[src/rtl/cursor_tracker_if.sv]
// rtl/cursor_tracker_if.sv - mouse packet in / cursor state out bundle for cursor_tracker
interface cursor_tracker_if #(
  parameter int X_BITS  = 10,
  parameter int Y_BITS  = 9,
  parameter int NUM_BTN = 3
);
  logic                m_done_tick;
  logic [8:0]          xm;
  logic [8:0]          ym;
  logic [NUM_BTN-1:0]  btnm;
  logic                freeze;
  logic [X_BITS-1:0]   pos_x;
  logic [Y_BITS-1:0]   pos_y;
  logic                pos_valid;
  logic [NUM_BTN-1:0]  buttons;
  logic [NUM_BTN-1:0]  press;
  logic [NUM_BTN-1:0]  btn_release;
  logic [X_BITS-1:0]   click_x;
  logic [Y_BITS-1:0]   click_y;

  modport master (
    output m_done_tick, xm, ym, btnm, freeze,
    input  pos_x, pos_y, pos_valid, buttons, press, btn_release, click_x, click_y
  );

  modport slave (
    input  m_done_tick, xm, ym, btnm, freeze,
    output pos_x, pos_y, pos_valid, buttons, press, btn_release, click_x, click_y
  );
endinterface

[src/rtl/cursor_tracker.sv]
// rtl/cursor_tracker.sv - two-stage mouse delta accumulator with clamped cursor and button tracking
// S1 captures scaled deltas and buttons; S2 clamps the new position and runs the button FSMs.
module cursor_tracker #(
  parameter int X_BITS      = 10,
  parameter int Y_BITS      = 9,
  parameter int MAX_X       = 635,
  parameter int MAX_Y       = 475,
  parameter int SPEED_SHIFT = 0,
  parameter int Y_INVERT    = 1,
  parameter int NUM_BTN     = 3
) (
  input  logic           i_clk,
  input  logic           i_reset,
  cursor_tracker_if.slave io_bus
);
  localparam int WX = X_BITS + SPEED_SHIFT + 3;
  localparam int WY = Y_BITS + SPEED_SHIFT + 3;
  localparam logic [0:0] ST_UP   = 1'b0;
  localparam logic [0:0] ST_DOWN = 1'b1;
  localparam logic signed [WX-1:0] C_MAX_X = WX'(MAX_X);
  localparam logic signed [WY-1:0] C_MAX_Y = WY'(MAX_Y);

  logic                     r_s1_valid;
  logic signed [WX-1:0]     r_dx;
  logic signed [WY-1:0]     r_dy;
  logic [NUM_BTN-1:0]       r_s1_btn;
  logic [X_BITS-1:0]        r_pos_x;
  logic [Y_BITS-1:0]        r_pos_y;
  logic                     r_pos_valid;
  logic [NUM_BTN-1:0]       r_state;
  logic [NUM_BTN-1:0]       r_press;
  logic [NUM_BTN-1:0]       r_release;
  logic [X_BITS-1:0]        r_click_x;
  logic [Y_BITS-1:0]        r_click_y;

  logic signed [WX-1:0]     w_dx;
  logic signed [WY-1:0]     w_dy_raw;
  logic signed [WY-1:0]     w_dy;
  logic signed [WX-1:0]     w_nx;
  logic signed [WY-1:0]     w_ny;
  logic [X_BITS-1:0]        w_cx;
  logic [Y_BITS-1:0]        w_cy;
  logic [X_BITS-1:0]        w_upd_x;
  logic [Y_BITS-1:0]        w_upd_y;
  logic [NUM_BTN-1:0]       w_next;
  logic [NUM_BTN-1:0]       w_press;
  logic [NUM_BTN-1:0]       w_release;

  always_comb begin
    w_dx     = $signed({{(WX-9){io_bus.xm[8]}}, io_bus.xm}) <<< SPEED_SHIFT;
    w_dy_raw = $signed({{(WY-9){io_bus.ym[8]}}, io_bus.ym}) <<< SPEED_SHIFT;
    w_dy     = (Y_INVERT != 0) ? -w_dy_raw : w_dy_raw;

    // Widened by SPEED_SHIFT+3 so a full-scale negative delta cannot wrap before the clamp.
    w_nx = $signed({{(SPEED_SHIFT+3){1'b0}}, r_pos_x}) + r_dx;
    w_ny = $signed({{(SPEED_SHIFT+3){1'b0}}, r_pos_y}) + r_dy;

    if (w_nx[WX-1])         w_cx = '0;
    else if (w_nx > C_MAX_X) w_cx = X_BITS'(MAX_X);
    else                    w_cx = w_nx[X_BITS-1:0];

    if (w_ny[WY-1])         w_cy = '0;
    else if (w_ny > C_MAX_Y) w_cy = Y_BITS'(MAX_Y);
    else                    w_cy = w_ny[Y_BITS-1:0];

    w_upd_x = io_bus.freeze ? r_pos_x : w_cx;
    w_upd_y = io_bus.freeze ? r_pos_y : w_cy;
  end

  always_comb begin
    w_next    = r_state;
    w_press   = '0;
    w_release = '0;
    for (int i = 0; i < NUM_BTN; i++) begin
      case (r_state[i])
        ST_UP:   if (r_s1_btn[i])  begin w_next[i] = ST_DOWN; w_press[i]   = 1'b1; end
        ST_DOWN: if (!r_s1_btn[i]) begin w_next[i] = ST_UP;   w_release[i] = 1'b1; end
        default: w_next[i] = ST_UP;
      endcase
    end
  end

  always_ff @(posedge i_clk) begin
    if (!i_reset) begin
      r_s1_valid  <= 1'b0;
      r_dx        <= '0;
      r_dy        <= '0;
      r_s1_btn    <= '0;
      r_pos_x     <= '0;
      r_pos_y     <= '0;
      r_pos_valid <= 1'b0;
      r_state     <= '0;
      r_press     <= '0;
      r_release   <= '0;
      r_click_x   <= '0;
      r_click_y   <= '0;
    end else begin
      r_s1_valid  <= io_bus.m_done_tick;
      r_pos_valid <= r_s1_valid;
      r_press     <= '0;
      r_release   <= '0;
      if (io_bus.m_done_tick) begin
        r_dx     <= w_dx;
        r_dy     <= w_dy;
        r_s1_btn <= io_bus.btnm;
      end
      if (r_s1_valid) begin
        r_pos_x   <= w_upd_x;
        r_pos_y   <= w_upd_y;
        r_state   <= w_next;
        r_press   <= w_press;
        r_release <= w_release;
        if (w_press[0]) begin
          r_click_x <= w_upd_x;
          r_click_y <= w_upd_y;
        end
      end
    end
  end

  assign io_bus.pos_x       = r_pos_x;
  assign io_bus.pos_y       = r_pos_y;
  assign io_bus.pos_valid   = r_pos_valid;
  assign io_bus.buttons     = r_state;
  assign io_bus.press       = r_press;
  assign io_bus.btn_release = r_release;
  assign io_bus.click_x     = r_click_x;
  assign io_bus.click_y     = r_click_y;
endmodule

[src/flat_wrapper.sv]
// flat-port wrapper written by rule: the top's interface ports become plain ports
module cursor_tracker_flat 
#(
  parameter int X_BITS      = 10,
  parameter int Y_BITS      = 9,
  parameter int MAX_X       = 635,
  parameter int MAX_Y       = 475,
  parameter int SPEED_SHIFT = 0,
  parameter int Y_INVERT    = 1,
  parameter int NUM_BTN     = 3
)
  (i_clk, i_reset, io_bus_m_done_tick, io_bus_xm, io_bus_ym, io_bus_btnm, io_bus_freeze, io_bus_pos_x, io_bus_pos_y, io_bus_pos_valid, io_bus_buttons, io_bus_press, io_bus_btn_release, io_bus_click_x, io_bus_click_y);
  cursor_tracker_if #(.X_BITS(X_BITS), .Y_BITS(Y_BITS), .NUM_BTN(NUM_BTN)) io_bus_i ();
  input  logic i_clk;
  input  logic i_reset;
  input wire logic [$bits(io_bus_i.m_done_tick)-1:0] io_bus_m_done_tick;
  input wire logic [$bits(io_bus_i.xm)-1:0] io_bus_xm;
  input wire logic [$bits(io_bus_i.ym)-1:0] io_bus_ym;
  input wire logic [$bits(io_bus_i.btnm)-1:0] io_bus_btnm;
  input wire logic [$bits(io_bus_i.freeze)-1:0] io_bus_freeze;
  output wire logic [$bits(io_bus_i.pos_x)-1:0] io_bus_pos_x;
  output wire logic [$bits(io_bus_i.pos_y)-1:0] io_bus_pos_y;
  output wire logic [$bits(io_bus_i.pos_valid)-1:0] io_bus_pos_valid;
  output wire logic [$bits(io_bus_i.buttons)-1:0] io_bus_buttons;
  output wire logic [$bits(io_bus_i.press)-1:0] io_bus_press;
  output wire logic [$bits(io_bus_i.btn_release)-1:0] io_bus_btn_release;
  output wire logic [$bits(io_bus_i.click_x)-1:0] io_bus_click_x;
  output wire logic [$bits(io_bus_i.click_y)-1:0] io_bus_click_y;
  assign io_bus_i.m_done_tick = io_bus_m_done_tick;
  assign io_bus_i.xm = io_bus_xm;
  assign io_bus_i.ym = io_bus_ym;
  assign io_bus_i.btnm = io_bus_btnm;
  assign io_bus_i.freeze = io_bus_freeze;
  assign io_bus_pos_x = io_bus_i.pos_x;
  assign io_bus_pos_y = io_bus_i.pos_y;
  assign io_bus_pos_valid = io_bus_i.pos_valid;
  assign io_bus_buttons = io_bus_i.buttons;
  assign io_bus_press = io_bus_i.press;
  assign io_bus_btn_release = io_bus_i.btn_release;
  assign io_bus_click_x = io_bus_i.click_x;
  assign io_bus_click_y = io_bus_i.click_y;
  cursor_tracker #(.X_BITS(X_BITS), .Y_BITS(Y_BITS), .MAX_X(MAX_X), .MAX_Y(MAX_Y), .SPEED_SHIFT(SPEED_SHIFT), .Y_INVERT(Y_INVERT), .NUM_BTN(NUM_BTN)) u_core (.i_clk(i_clk), .i_reset(i_reset), .io_bus(io_bus_i));
endmodule
[config.mk]
export PLATFORM = sky130hd
export DESIGN_NAME = cursor_tracker_flat
export DESIGN_NICKNAME = d
export VERILOG_FILES = /design/src/rtl/cursor_tracker_if.sv /design/src/rtl/cursor_tracker.sv /design/src/flat_wrapper.sv
export SDC_FILE = /design/constraint.sdc
export NUM_CORES = 1
export LEC_CHECK = 0
export CORE_AREA = 10 10 101 103
export DETAILED_ROUTE_END_ITERATION = 6
export DIE_AREA = 0 0 111 113
export PLACE_DENSITY = 0.85
export SLEW_MARGIN = 20
export SYNTH_ARGS = -nofsm -noshare
export SYNTH_HDL_FRONTEND = slang
export SYNTH_SLANG_ARGS = --single-unit
[constraint.sdc]
create_clock -name i_clk -period 3.1 [get_ports i_clk]
set_input_delay 0.62 -clock i_clk [delete_from_list [all_inputs] [get_ports i_clk]]
set_output_delay 0.62 -clock i_clk [all_outputs]
set_load 0.02 [all_outputs]
==> impl_metrics.yaml <==
outcome:
  status: "completed"
synthesis:
  yosys.cell_types.count: 64
  ys_seq_elements: 73
  yosys_most_used_dff: "dfxtp_1"
  yosysSeqAreaShare: 0.3473
  yosysMostFrequentCell: "dfxtp_1"
  netlist_top_cells_area: "dfxtp_1 (35%), mux2i_1 (6.7%), ha_1 (6.2%)"
  netlist.area_leader.share: 0.3473
  netlist_area_sq_um: 4208
  ys_warn_count: 0
  synth.avg_cell_area_sq_um: 8.766
  ys_top_cells_by_count: "dfxtp_1 (73), nand2_1 (40), a21oi_1 (34), nor2b_1 (32), o21ai_0 (31)"
  syn_inst: 480
  synth_edf_count: 0
  async_flop_share: 0
  yosys.area.top_type: "dfxtp_1"
  synth_fp_nets: 528
clock_tree:
  cts_buffers: 9
  cts_hold_buf: 0
  clk_pin_slew_ns: 0.08
  tritoncts: "built"
  htree_num_levels: 3
  post_cts_buffers: 0
  clk_latency_ns: 0.36
  clock-sinks: 73
  clockRootBuffer: "clkbuf_8"
  cts_buffer_depth: 2
  ctsResizeCount: 0
floorplanning:
  io_pins: 73
  die_y_microns: 113
  die_area_sq_um: 12540
  fp.dieW_microns: 111
  initial_core_util: 0.5173
  core_sq_um: 8134
  rows: 33
critical_path:
  crit_type: "flip-flop to flip-flop"
  crit_path_cell_trace: "ha_1, inv_1, fa_1, and2b_1, o211ai_2, a21oi_1, xor2_1, o2111ai_2, a22o_1, a31oi_1"
  crit_fanout: 11
  cp-start-kind: "flip-flop"
  arrival_ns: 3.13
  cp-end-kind: "flip-flop"
  critPathRequiredTime_ns: 3.39
  worst_path_max_delay_cell: "a22o_1"
  max_stage_delay_ns: 0.41
timing:
  setup_violations: 0
  tightestPinTransition_ns: 0.5872
  rsz0062_at_grt: "false"
  slew_violations: 0
  fin_hold_ws_ns: 0.4759
  maxSlewHeadroom: 0.6074
  fin_crit_sh: 0.9170
  fin_crit_ns: 2.843
  tns_ns: 0
  fmax_ghz: 0.3518
  fin_skew_ns: 0.009208
  finalHoldViolations: 0
power:
  cellPowerDensity_nw_per_um2: 452.2
  seq_power_share: 0.424
  power.internal_uw: 1728
  clkPwrFrac: 0.395
  switching_share: 0.2797
  p_comb_frac: 0.181
  ir_worst_vdd_v: 0.0002583
  switchingPower_uw: 670.8
  finalPower_uw: 2399
  cellLeakagePower_uw: 0.002101
route:
  ant_nets: 0
  wirelength_microns: 11910
  dr.first_iter.drc_count: 213
  vias_per_cell: 5.911
  num_vias: 3913
  drc: 0
  wire_per_inst_microns: 17.99
  first_pass_iters: 5
global_route:
  grt_util_all_layers: 0.1879
  grt_max_degree: 30
  antenna_found_initial: 0
  grt_pass1_wl_microns: 19910
  grt-ovfl-total: 0
  grt_pass1_vias: 3984
place:
  io_buffers: 72
  gp_congestion: 0.9135
  dp.cells: 646
  dpl_cell_area_sq_um: 5051
  post-dp-hpwl_microns: 8952
layout:
  nets: 600
  multi_input_area_sq_um: 2576
  num_antenna_cells: 0
  drive_above_1_share: 0.07181
  synthToLayoutAreaGrowth_pct: 26.05
  nFillCells: 700
  fin_area_sq_um: 5304
  layoutNonFillerInstCount: 662
  seqCellArea_sq_um: 1461
run:
  maxCapViolCount: 0
min_path:
  min_path_type: "flip-flop to flip-flop"
metrics by stage:
stage	util	worst slack (ns)
3_5_place_dp	0.6210	0.2783
2_1_floorplan	-	0.3884
4_1_cts	0.6521	0.2641
5_1_grt	0.6521	0.1022
3_3_place_gp	0.6210	0.4322
6_report	0.6521	0.2572
cell families after synthesis:
logic type / synth area share
flip-flops: 0.3473
multiplexers: 0.06928
buffers and inverters: 0.04044
adder cells (fa/ha/maj): 0.07196
XOR/XNOR: 0.03717
AO/OA/AOI/OAI: 0.2334
AND/OR/NAND/NOR: 0.2004
cell type report:
type / instances / share of cell area
clock inverters: 6 / 0.02170
repair buffers: 84 / 0.1529
inverters: 19 / 0.01345
flip-flops and latches: 73 / 0.2755
multi-input cells: 365 / 0.4857
clock buffers: 10 / 0.02595
well taps: 105 / 0.02477
state kept, by name, indices dropped and copies added (netlist names):
register,flops
u_core.io_bus.pos_y,9
u_core.io_bus.pos_valid,1
u_core.io_bus.click_x,10
u_core.r_dx,9
u_core.io_bus.btn_release,3
u_core.r_s1_btn,3
u_core.io_bus.press,3
u_core.io_bus.buttons,3
u_core.r_s1_valid,1
u_core.io_bus.pos_x,10
u_core.io_bus.click_y,9
u_core.r_dy,12
layer usage:
metal / wire length [microns] / track usage / vias up
met5: 0 / 0 / -
met4: 235 / 0.05729 / 0
met3: 819 / 0.05917 / 22
met2: 5889 / 0.3227 / 123
met1: 4964 / 0.2188 / 1849
li1: - / - / 1919
layout by cell type, fill, tap and decap left out, types with 4 or more instances in the layout:
cell             netlist  routed
xor2_1                10      10
nor3_1                12      12
nand2_1               40      40
o21ai_0               31      31
clkdlybuf4s50_1        0      72
a22oi_1                8       8
inv_1                 19      19
a31oi_1               14      14
nand3_1                6       6
nor3b_1               12      12
nor2b_1               32      32
buf_4                  1      12
nor2_1                19      19
clkbuf_8               0      10
a221oi_1               6       6
ha_1                  21      21
o211ai_1               4       4
nand4_1                8       8
a21oi_1               34      34
xnor2_1                6       6
o21a_1                 6       6
a32o_1                 4       4
dfxtp_1               73      73
a21o_1                 5       5
mux2i_1               28      28
worst max-delay path, delay by kind of cell (launching register included):
family,cells,cell delay (ns)
buffers and inverters,1,0.06
AO/OA/AOI/OAI,5,1.23
adder cells (fa/ha/maj),2,0.57
flip-flops,1,0.40
XOR/XNOR,1,0.26
AND/OR/NAND/NOR,1,0.23
final timing paths:
path | startpoint | to | slack, ns | depth (start not counted)
worst max-delay path | u_core.io_bus.pos_y[0] | u_core.io_bus.pos_y[0] | 0.26 | 10
worst min-delay path | u_core.r_s1_btn[2] | u_core.io_bus.btn_release[2] | 0.48 | 1
worst max register to register | u_core.io_bus.pos_y[0] | u_core.io_bus.pos_y[0] | 0.26 | 10
worst min register to register | u_core.r_s1_btn[2] | u_core.io_bus.btn_release[2] | 0.48 | 1
power by group through the flow:
| stage | Sequential (uW) | Clock, uW | Combinational, uW |
|---|---|---|---|
| 6_report | 1020 | 947 | 435 |
| 5_1_grt | 1020 | 1000 | 477 |
| 4_1_cts | 1020 | 958 | 433 |
| 3_5_place_dp | 1040 | 0 | 429 |
| 3_3_place_gp | 1040 | 0 | 421 |
| 2_1_floorplan | 1050 | 0 | 260 |
Note: power is estimated with default switching activity, not from simulation.
